<file path="src/rtl/dpa_pkg.sv">
// Shared encodings for the DPA image-memory port arbiter.
package dpa_pkg;

    localparam int DEF_AW = 20;
    localparam int DEF_DW = 24;

    typedef enum logic [1:0] {
        IDLE  = 2'b00,
        OWN_P = 2'b01,
        OWN_T = 2'b10
    } arb_state_t;

    typedef enum logic {
        OWNER_P = 1'b0,
        OWNER_T = 1'b1
    } owner_t;

    typedef struct packed {
        logic   valid;
        owner_t owner;
    } rd_tag_t;

endpackage

</file>
<file path="src/rtl/im_port_arbiter_if.sv">
// Master-side request/grant signals plus the IM pin bundle of the port arbiter.
interface im_port_arbiter_if import dpa_pkg::*; #(
    parameter int AW = DEF_AW,
    parameter int DW = DEF_DW
) ();

    logic          p_req;
    logic          p_we;
    logic [AW-1:0] p_addr;
    logic [DW-1:0] p_wdata;
    logic          p_last;
    logic          p_gnt;
    logic          p_rvalid;

    logic          t_req;
    logic          t_we;
    logic [AW-1:0] t_addr;
    logic [DW-1:0] t_wdata;
    logic          t_last;
    logic          t_gnt;
    logic          t_rvalid;

    logic [DW-1:0] rdata;

    logic [AW-1:0] im_a;
    logic          im_wen_n;
    logic [DW-1:0] im_d;
    logic [DW-1:0] im_q;

    modport slave (
        input  p_req, p_we, p_addr, p_wdata, p_last,
        input  t_req, t_we, t_addr, t_wdata, t_last,
        input  im_q,
        output p_gnt, p_rvalid, t_gnt, t_rvalid, rdata,
        output im_a, im_wen_n, im_d
    );

    modport master (
        output p_req, p_we, p_addr, p_wdata, p_last,
        output t_req, t_we, t_addr, t_wdata, t_last,
        output im_q,
        input  p_gnt, p_rvalid, t_gnt, t_rvalid, rdata,
        input  im_a, im_wen_n, im_d
    );

endinterface

</file>
<file path="src/rtl/im_port_arbiter_rd_tag_pipe.sv">
// Carries the read owner alongside the IM read latency and steers returned data.
module im_rd_tag_pipe import dpa_pkg::*; #(
    parameter int DW = DEF_DW
) (
    input  logic          clk,
    input  logic          reset,
    input  logic          rd_issue,
    input  owner_t        rd_owner,
    input  logic [DW-1:0] im_q,
    output logic          p_rvalid,
    output logic          t_rvalid,
    output logic [DW-1:0] rdata
);

    rd_tag_t tag_s1;
    rd_tag_t tag_s2;

    always_ff @(posedge clk) begin
        if (reset) begin
            tag_s1 <= '0;
            tag_s2 <= '0;
            rdata  <= '0;
        end else begin
            tag_s1 <= '{valid: rd_issue, owner: rd_owner};
            tag_s2 <= tag_s1;
            // im_q belongs to the address launched one stage earlier
            if (tag_s1.valid) begin
                rdata <= im_q;
            end
        end
    end

    assign p_rvalid = tag_s2.valid && (tag_s2.owner == OWNER_P);
    assign t_rvalid = tag_s2.valid && (tag_s2.owner == OWNER_T);

endmodule

</file>
<file path="src/rtl/im_port_arbiter.sv">
// Round-robin burst arbiter sharing the single IM port between photo and time masters.
//   state | meaning
//   IDLE  | no owner; arbitrate this cycle
//   OWN_P | photo master owns the port
//   OWN_T | time master owns the port
module im_port_arbiter import dpa_pkg::*; #(
    parameter int AW        = DEF_AW,
    parameter int DW        = DEF_DW,
    parameter int MAX_BURST = 16,
    parameter int STALL_MAX = 8
) (
    input  logic               clk,
    input  logic               reset,
    im_port_arbiter_if.slave   bus
);

    localparam logic [7:0] MAX_BURST_C = 8'(MAX_BURST);
    localparam logic [7:0] STALL_MAX_C = 8'(STALL_MAX);

    arb_state_t    state_q, state_d;
    owner_t        last_owner_q, last_owner_d;
    logic [7:0]    beat_cnt_q, beat_cnt_d;
    logic [7:0]    stall_cnt_q, stall_cnt_d;
    logic [AW-1:0] im_a_q;
    logic          im_wen_n_q;
    logic [DW-1:0] im_d_q;

    logic          own_req;
    logic          own_we;
    logic          own_last;
    logic [AW-1:0] own_addr;
    logic [DW-1:0] own_wdata;
    logic          beat;
    owner_t        rd_owner;

    always_comb begin
        own_req   = 1'b0;
        own_we    = 1'b0;
        own_last  = 1'b0;
        own_addr  = '0;
        own_wdata = '0;
        case (state_q)
            OWN_P: begin
                own_req   = bus.p_req;
                own_we    = bus.p_we;
                own_last  = bus.p_last;
                own_addr  = bus.p_addr;
                own_wdata = bus.p_wdata;
            end
            OWN_T: begin
                own_req   = bus.t_req;
                own_we    = bus.t_we;
                own_last  = bus.t_last;
                own_addr  = bus.t_addr;
                own_wdata = bus.t_wdata;
            end
            default: ;
        endcase
    end

    assign beat     = own_req;
    assign rd_owner = (state_q == OWN_T) ? OWNER_T : OWNER_P;

    always_comb begin
        state_d      = state_q;
        last_owner_d = last_owner_q;
        beat_cnt_d   = beat_cnt_q;
        stall_cnt_d  = stall_cnt_q;
        case (state_q)
            IDLE: begin
                if (bus.p_req && (!bus.t_req || (last_owner_q == OWNER_T))) begin
                    state_d      = OWN_P;
                    last_owner_d = OWNER_P;
                    beat_cnt_d   = '0;
                    stall_cnt_d  = '0;
                end else if (bus.t_req) begin
                    state_d      = OWN_T;
                    last_owner_d = OWNER_T;
                    beat_cnt_d   = '0;
                    stall_cnt_d  = '0;
                end
            end
            OWN_P, OWN_T: begin
                // a beat always wins over the stall timeout in the same cycle
                if (beat) begin
                    beat_cnt_d  = beat_cnt_q + 8'd1;
                    stall_cnt_d = '0;
                    if (own_last || ((beat_cnt_q + 8'd1) == MAX_BURST_C)) begin
                        state_d = IDLE;
                    end
                end else begin
                    stall_cnt_d = stall_cnt_q + 8'd1;
                    if ((stall_cnt_q + 8'd1) == STALL_MAX_C) begin
                        state_d = IDLE;
                    end
                end
            end
            default: state_d = IDLE;
        endcase
    end

    always_ff @(posedge clk) begin
        if (reset) begin
            state_q      <= IDLE;
            last_owner_q <= OWNER_T;
            beat_cnt_q   <= '0;
            stall_cnt_q  <= '0;
            im_a_q       <= '0;
            im_wen_n_q   <= 1'b1;
            im_d_q       <= '0;
        end else begin
            state_q      <= state_d;
            last_owner_q <= last_owner_d;
            beat_cnt_q   <= beat_cnt_d;
            stall_cnt_q  <= stall_cnt_d;
            if (beat) begin
                im_a_q     <= own_addr;
                im_wen_n_q <= ~own_we;
                im_d_q     <= own_wdata;
            end else begin
                im_wen_n_q <= 1'b1;
            end
        end
    end

    im_rd_tag_pipe #(.DW(DW)) u_rd_tag_pipe (
        .clk      (clk),
        .reset    (reset),
        .rd_issue (beat && !own_we),
        .rd_owner (rd_owner),
        .im_q     (bus.im_q),
        .p_rvalid (bus.p_rvalid),
        .t_rvalid (bus.t_rvalid),
        .rdata    (bus.rdata)
    );

    assign bus.p_gnt    = (state_q == OWN_P);
    assign bus.t_gnt    = (state_q == OWN_T);
    assign bus.im_a     = im_a_q;
    assign bus.im_wen_n = im_wen_n_q;
    assign bus.im_d     = im_d_q;

endmodule

</file>
<file path="src/flat_wrapper.sv">
// flat-port wrapper written by rule: the top's interface ports become plain ports
module im_port_arbiter_flat import dpa_pkg::*;
#(
    parameter int AW        = DEF_AW,
    parameter int DW        = DEF_DW,
    parameter int MAX_BURST = 16,
    parameter int STALL_MAX = 8
)
  (clk, reset, bus_p_req, bus_p_we, bus_p_addr, bus_p_wdata, bus_p_last, bus_t_req, bus_t_we, bus_t_addr, bus_t_wdata, bus_t_last, bus_im_q, bus_p_gnt, bus_p_rvalid, bus_t_gnt, bus_t_rvalid, bus_rdata, bus_im_a, bus_im_wen_n, bus_im_d);
  im_port_arbiter_if #(.AW(AW), .DW(DW)) bus_i ();
  input  logic clk;
  input  logic reset;
  input wire logic [$bits(bus_i.p_req)-1:0] bus_p_req;
  input wire logic [$bits(bus_i.p_we)-1:0] bus_p_we;
  input wire logic [$bits(bus_i.p_addr)-1:0] bus_p_addr;
  input wire logic [$bits(bus_i.p_wdata)-1:0] bus_p_wdata;
  input wire logic [$bits(bus_i.p_last)-1:0] bus_p_last;
  input wire logic [$bits(bus_i.t_req)-1:0] bus_t_req;
  input wire logic [$bits(bus_i.t_we)-1:0] bus_t_we;
  input wire logic [$bits(bus_i.t_addr)-1:0] bus_t_addr;
  input wire logic [$bits(bus_i.t_wdata)-1:0] bus_t_wdata;
  input wire logic [$bits(bus_i.t_last)-1:0] bus_t_last;
  input wire logic [$bits(bus_i.im_q)-1:0] bus_im_q;
  output wire logic [$bits(bus_i.p_gnt)-1:0] bus_p_gnt;
  output wire logic [$bits(bus_i.p_rvalid)-1:0] bus_p_rvalid;
  output wire logic [$bits(bus_i.t_gnt)-1:0] bus_t_gnt;
  output wire logic [$bits(bus_i.t_rvalid)-1:0] bus_t_rvalid;
  output wire logic [$bits(bus_i.rdata)-1:0] bus_rdata;
  output wire logic [$bits(bus_i.im_a)-1:0] bus_im_a;
  output wire logic [$bits(bus_i.im_wen_n)-1:0] bus_im_wen_n;
  output wire logic [$bits(bus_i.im_d)-1:0] bus_im_d;
  assign bus_i.p_req = bus_p_req;
  assign bus_i.p_we = bus_p_we;
  assign bus_i.p_addr = bus_p_addr;
  assign bus_i.p_wdata = bus_p_wdata;
  assign bus_i.p_last = bus_p_last;
  assign bus_i.t_req = bus_t_req;
  assign bus_i.t_we = bus_t_we;
  assign bus_i.t_addr = bus_t_addr;
  assign bus_i.t_wdata = bus_t_wdata;
  assign bus_i.t_last = bus_t_last;
  assign bus_i.im_q = bus_im_q;
  assign bus_p_gnt = bus_i.p_gnt;
  assign bus_p_rvalid = bus_i.p_rvalid;
  assign bus_t_gnt = bus_i.t_gnt;
  assign bus_t_rvalid = bus_i.t_rvalid;
  assign bus_rdata = bus_i.rdata;
  assign bus_im_a = bus_i.im_a;
  assign bus_im_wen_n = bus_i.im_wen_n;
  assign bus_im_d = bus_i.im_d;
  im_port_arbiter #(.AW(AW), .DW(DW), .MAX_BURST(MAX_BURST), .STALL_MAX(STALL_MAX)) u_core (.clk(clk), .reset(reset), .bus(bus_i));
endmodule
</file>
<file path="config.mk">
export PLATFORM = sky130hd
export DESIGN_NAME = im_port_arbiter_flat
export DESIGN_NICKNAME = d
export VERILOG_FILES = /design/src/rtl/dpa_pkg.sv /design/src/rtl/im_port_arbiter_if.sv /design/src/rtl/im_port_arbiter_rd_tag_pipe.sv /design/src/rtl/im_port_arbiter.sv /design/src/flat_wrapper.sv
export SDC_FILE = /design/constraint.sdc
export NUM_CORES = 1
export LEC_CHECK = 0
export ABC_AREA = 0
export CORE_MARGIN = 2
export CORE_UTILIZATION = 40
export DETAILED_ROUTE_END_ITERATION = 8
export PLACE_DENSITY = 0.8
export SETUP_SLACK_MARGIN = 0.02
export SYNTH_ARGS = -nofsm -noshare
export SYNTH_HDL_FRONTEND = slang
export SYNTH_HIERARCHICAL = 1
export SYNTH_SLANG_ARGS = --single-unit
</file>
<file path="constraint.sdc">
create_clock -name clk -period 4.5 [get_ports clk]
set_input_delay 0.9 -clock clk [delete_from_list [all_inputs] [get_ports clk]]
set_output_delay 0.9 -clock clk [all_outputs]
set_load 0.02 [all_outputs]
</file>
==> reports/metrics.yaml <==
status: "completed"
setup_buffers_after_cts: 0
ys_async_sr_fraction: 0
slew_headroom: 0.345
synth_top_cells_by_count: "sky130_fd_sc_hd__dfxtp_1 (92), sky130_fd_sc_hd__nor2_1 (89), sky130_fd_sc_hd__nor3_1 (46), sky130_fd_sc_hd__a221oi_1 (44), sky130_fd_sc_hd__mux2i_1 (26)"
drt_pre_antenna_iters: 5
crit_path_end_kind: "primary output"
post-route-period-util: 0.719
clk_pin_slew_ns: 0.09
post_synth_and_or_nand_nor_area_fraction: 0.222
synth-compound-area-share: 0.163
via_count: 3911
timing.setup.critical_path_class: "reg2out"
design.final.nets: 726
cts-htree-levels: 3
worstMarginPinSlew_ns: 0.982
buffer_ports.inserted: 192
ys.warnings.count: 6
detailedPlace.worstSlack_ns: 1.40
floorplan.die_area_um2: 10400
insertedDiodeCount: 0
critical_path.slowest_cell: "sky130_fd_sc_hd__ha_2"
seq_power_share: 0.409
finalSetupViolations: 0
synthMostInstantiatedCell: "sky130_fd_sc_hd__dfxtp_1"
yosys-mux-area-fraction: 0.0677
grt.total_usage: 0.212
wire_per_inst_um: 15.8
holdWs_ns: 0.449
total_switching_power_uw: 771
dpl.cell_count: 719
grt_overflow_total: 0
synthAdderAreaFrac: 0.0163
synth_edf_count: 0
route.antenna.remaining_nets: 0
critPathMaxFanout: 48
main_combinational_cell_family_by_area_after_synthesis: "simple AND/OR/NAND/NOR gates"
reg2reg_setup_slack_ns: 1.63
yosysSeqAreaShare: 0.479
placeableCoreArea_um2: 9280
cts_hold_repair.buffers: 0
detailed_placer_s_ending_hpwl_um: 8540
netlist.top_cell.by_area: "sky130_fd_sc_hd__dfxtp_1"
tritoncts: "built"
vias_per_inst: 5.32
timing.critical_path.arrival_ns: 2.33
floorplan.die.height_um: 102
cp_num_buf_inv: 2
initial_utilization: 0.414
postSynthAreaPerCell_um2: 8.98
layout_min_cycle_time_ns: 3.23
startpoint: "u_core/state_q[1]"
max_cap_violations: 0
yosys.area_share.xor_xnor: 0
post_cts.resized_instances: 0
synth.net_count: 553
cts_inserted_buffers: 9
antenna_found_initial: 0
via_count_of_the_first_global_routing_pass: 3682
num_rows: 35
switching_share: 0.338
clock_sink_count: 92
r2r_end: "u_core/bus.im_d[4]"
netlist-cell-type-count: 37
cp-start-kind: "register"
timing.critical_path.depth: 3
cts.path.max_buffers: 2
postSynthCellCount: 428
path_delay_family: "buffers and inverters"
cts_root_buf: "sky130_fd_sc_hd__clkbuf_8"
tns_ns: 0
areaGrowthSynthToFinish_pct: 55.8
worstHoldPathCells: 1
static-leakage-power_nw: 2.07
die_width_um: 102
weighted_congestion_reported_at_the_end_of_routability_driven_placement: 0.786
fraction_of_post_synthesis_cell_area_in_the_top_cell_type_by_area: 0.479
clock_insertion_delay_worst_skew_ns: 0.35
nFillCells: 808
layout.core_utilization: 0.645
ff2ff_path_depth: 7
final-instance-count-excl-fill: 735
ir_worst_vdd_mv: 0.185
pwr-share-clk: 0.243
grt_first_pass_wirelength_um: 17500
finalHoldViolCount: 0
combinationalPowerShare: 0.348
dr.first_iter.drc_count: 250
slew_viol_final: 0
syn-cell-area_um2: 3840
r2r-start: "u_core/state_q[1]"
internal_power_mw: 1.51
maxClockFrequency_ghz: 0.309
yosys_most_used_dff: "sky130_fd_sc_hd__dfxtp_1"
routed_wirelength_um: 11600
synthTopCellsByArea: "sky130_fd_sc_hd__dfxtp_1 (48%), sky130_fd_sc_hd__a221oi_1 (10%), sky130_fd_sc_hd__nor2_1 (8.7%)"
yosys_register_bits: 92
cellPowerDensity_nw_per_um2: 381
finalWorstSetupSlack_ns: 1.27
grt_max_degree: 57
cpPeakStageDelay_ns: 0.81
cp_cell_sequence: "inv_1, ha_2, clkdlybuf4s50_1"
drive_above_1_share: 0.0479
unrepaired_setup_endpoints_after_global_routing: "false"
critical_path_required_ns: 3.60
min-delay-path-class: "reg2reg"
remaining_drc_errors: 0
post_route_clock_skew_ns: 0.0117
critPathCapture: "bus_p_gnt"
ios: 193
==> flip-flops by register name, summed over array words and instances (netlist names) <==
name                         count
u_core/beat_cnt_q                8
u_core/u_rd_tag_pipe/tag_s2      2
u_core/u_rd_tag_pipe/tag_s1      2
u_core/last_owner_q              1
u_core/bus.im_a                 20
u_core/state_q                   2
u_core/bus.im_wen_n              1
u_core/bus.im_d                 24
u_core/stall_cnt_q               8
u_core/u_rd_tag_pipe/rdata      24
==> cell usage in the layout, fill, tap and decap left out, types with 2 or more instances in the layout <==
master	count
sky130_fd_sc_hd__nand3b_1	6
sky130_fd_sc_hd__ha_2	2
sky130_fd_sc_hd__a22oi_1	4
sky130_fd_sc_hd__clkdlybuf4s50_1	191
sky130_fd_sc_hd__inv_1	3
sky130_fd_sc_hd__nand3_1	7
sky130_fd_sc_hd__nand2b_1	2
sky130_fd_sc_hd__clkbuf_8	10
sky130_fd_sc_hd__or3_1	2
sky130_fd_sc_hd__ha_1	3
sky130_fd_sc_hd__dfxtp_1	92
sky130_fd_sc_hd__nor3_1	46
sky130_fd_sc_hd__buf_4	5
sky130_fd_sc_hd__o31ai_1	2
sky130_fd_sc_hd__a21oi_1	12
sky130_fd_sc_hd__and3_1	4
sky130_fd_sc_hd__nand2_1	11
sky130_fd_sc_hd__a221oi_1	44
sky130_fd_sc_hd__clkinvlp_4	2
sky130_fd_sc_hd__a41oi_1	2
sky130_fd_sc_hd__a211oi_1	2
sky130_fd_sc_hd__a311oi_1	2
sky130_fd_sc_hd__or4_1	2
sky130_fd_sc_hd__nor2_1	89
sky130_fd_sc_hd__mux2i_1	26
sky130_fd_sc_hd__and2_1	2
sky130_fd_sc_hd__nor4_1	2
sky130_fd_sc_hd__a31oi_1	2
sky130_fd_sc_hd__o21ai_0	9
sky130_fd_sc_hd__or2_2	2
sky130_fd_sc_hd__nor2b_1	5
==> stage by stage <==
stage	cell area (um^2)	power, mW
after floorplan	3840	1.40
after global placement	5790	1.72
after detailed placement	5790	1.74
after CTS	5990	2.30
after global routing	5990	2.41
final	5990	2.28
==> final cells by class <==
class	instances	area [um^2]	share of cell area
timing repair buffer	197	1950	0.326
sequential	92	1840	0.308
multi-input combinational	298	1820	0.304
tap	129	161	0.0270
clock buffer	11	141	0.0236
clock inverter	5	58.8	0.00982
inverter	3	11.3	0.00188
==> power by group through the flow <==
| stage | Combinational (mW) | Sequential (mW) | Clock (mW) |
|---|---|---|---|
| 3_3_place_gp | 0.775 | 0.948 | 0 |
| 6_report | 0.793 | 0.933 | 0.554 |
| 3_5_place_dp | 0.794 | 0.951 | 0 |
| 2_1_floorplan | 0.383 | 1.02 | 0 |
| 4_1_cts | 0.797 | 0.933 | 0.573 |
| 5_1_grt | 0.868 | 0.943 | 0.601 |
==> kinds of logic after synthesis <==
family          Yosys count
simple gates            185
mux                      26
flops                    92
compound gates           82
fa+ha+maj                 5
buf+inv                  38
==> per-layer routing <==
metal	vias up	part of all wire	global-route usage
li1	1906	-	-
met1	1798	0.39	0.252
met2	189	0.50	0.377
met3	18	0.091	0.0602
met4	0	0.015	0.0574
met5	-	0	0
==> worst min path at each step <==
stage / slack, ns / endpoint / start
2_1_floorplan: 0.41 / u_core/u_rd_tag_pipe/tag_s2[0] / u_core/u_rd_tag_pipe/tag_s1[0]
3_3_place_gp: 0.42 / u_core/u_rd_tag_pipe/tag_s2[0] / u_core/u_rd_tag_pipe/tag_s1[0]
3_5_place_dp: 0.43 / u_core/u_rd_tag_pipe/tag_s2[0] / u_core/u_rd_tag_pipe/tag_s1[0]
4_1_cts: 0.46 / u_core/u_rd_tag_pipe/tag_s2[0] / u_core/u_rd_tag_pipe/tag_s1[0]
5_1_grt: 0.48 / u_core/u_rd_tag_pipe/tag_s2[0] / u_core/u_rd_tag_pipe/tag_s1[0]
6_report: 0.45 / u_core/u_rd_tag_pipe/tag_s2[0] / u_core/u_rd_tag_pipe/tag_s1[0]
No activity file was read; power rests on OpenSTA's default activity.
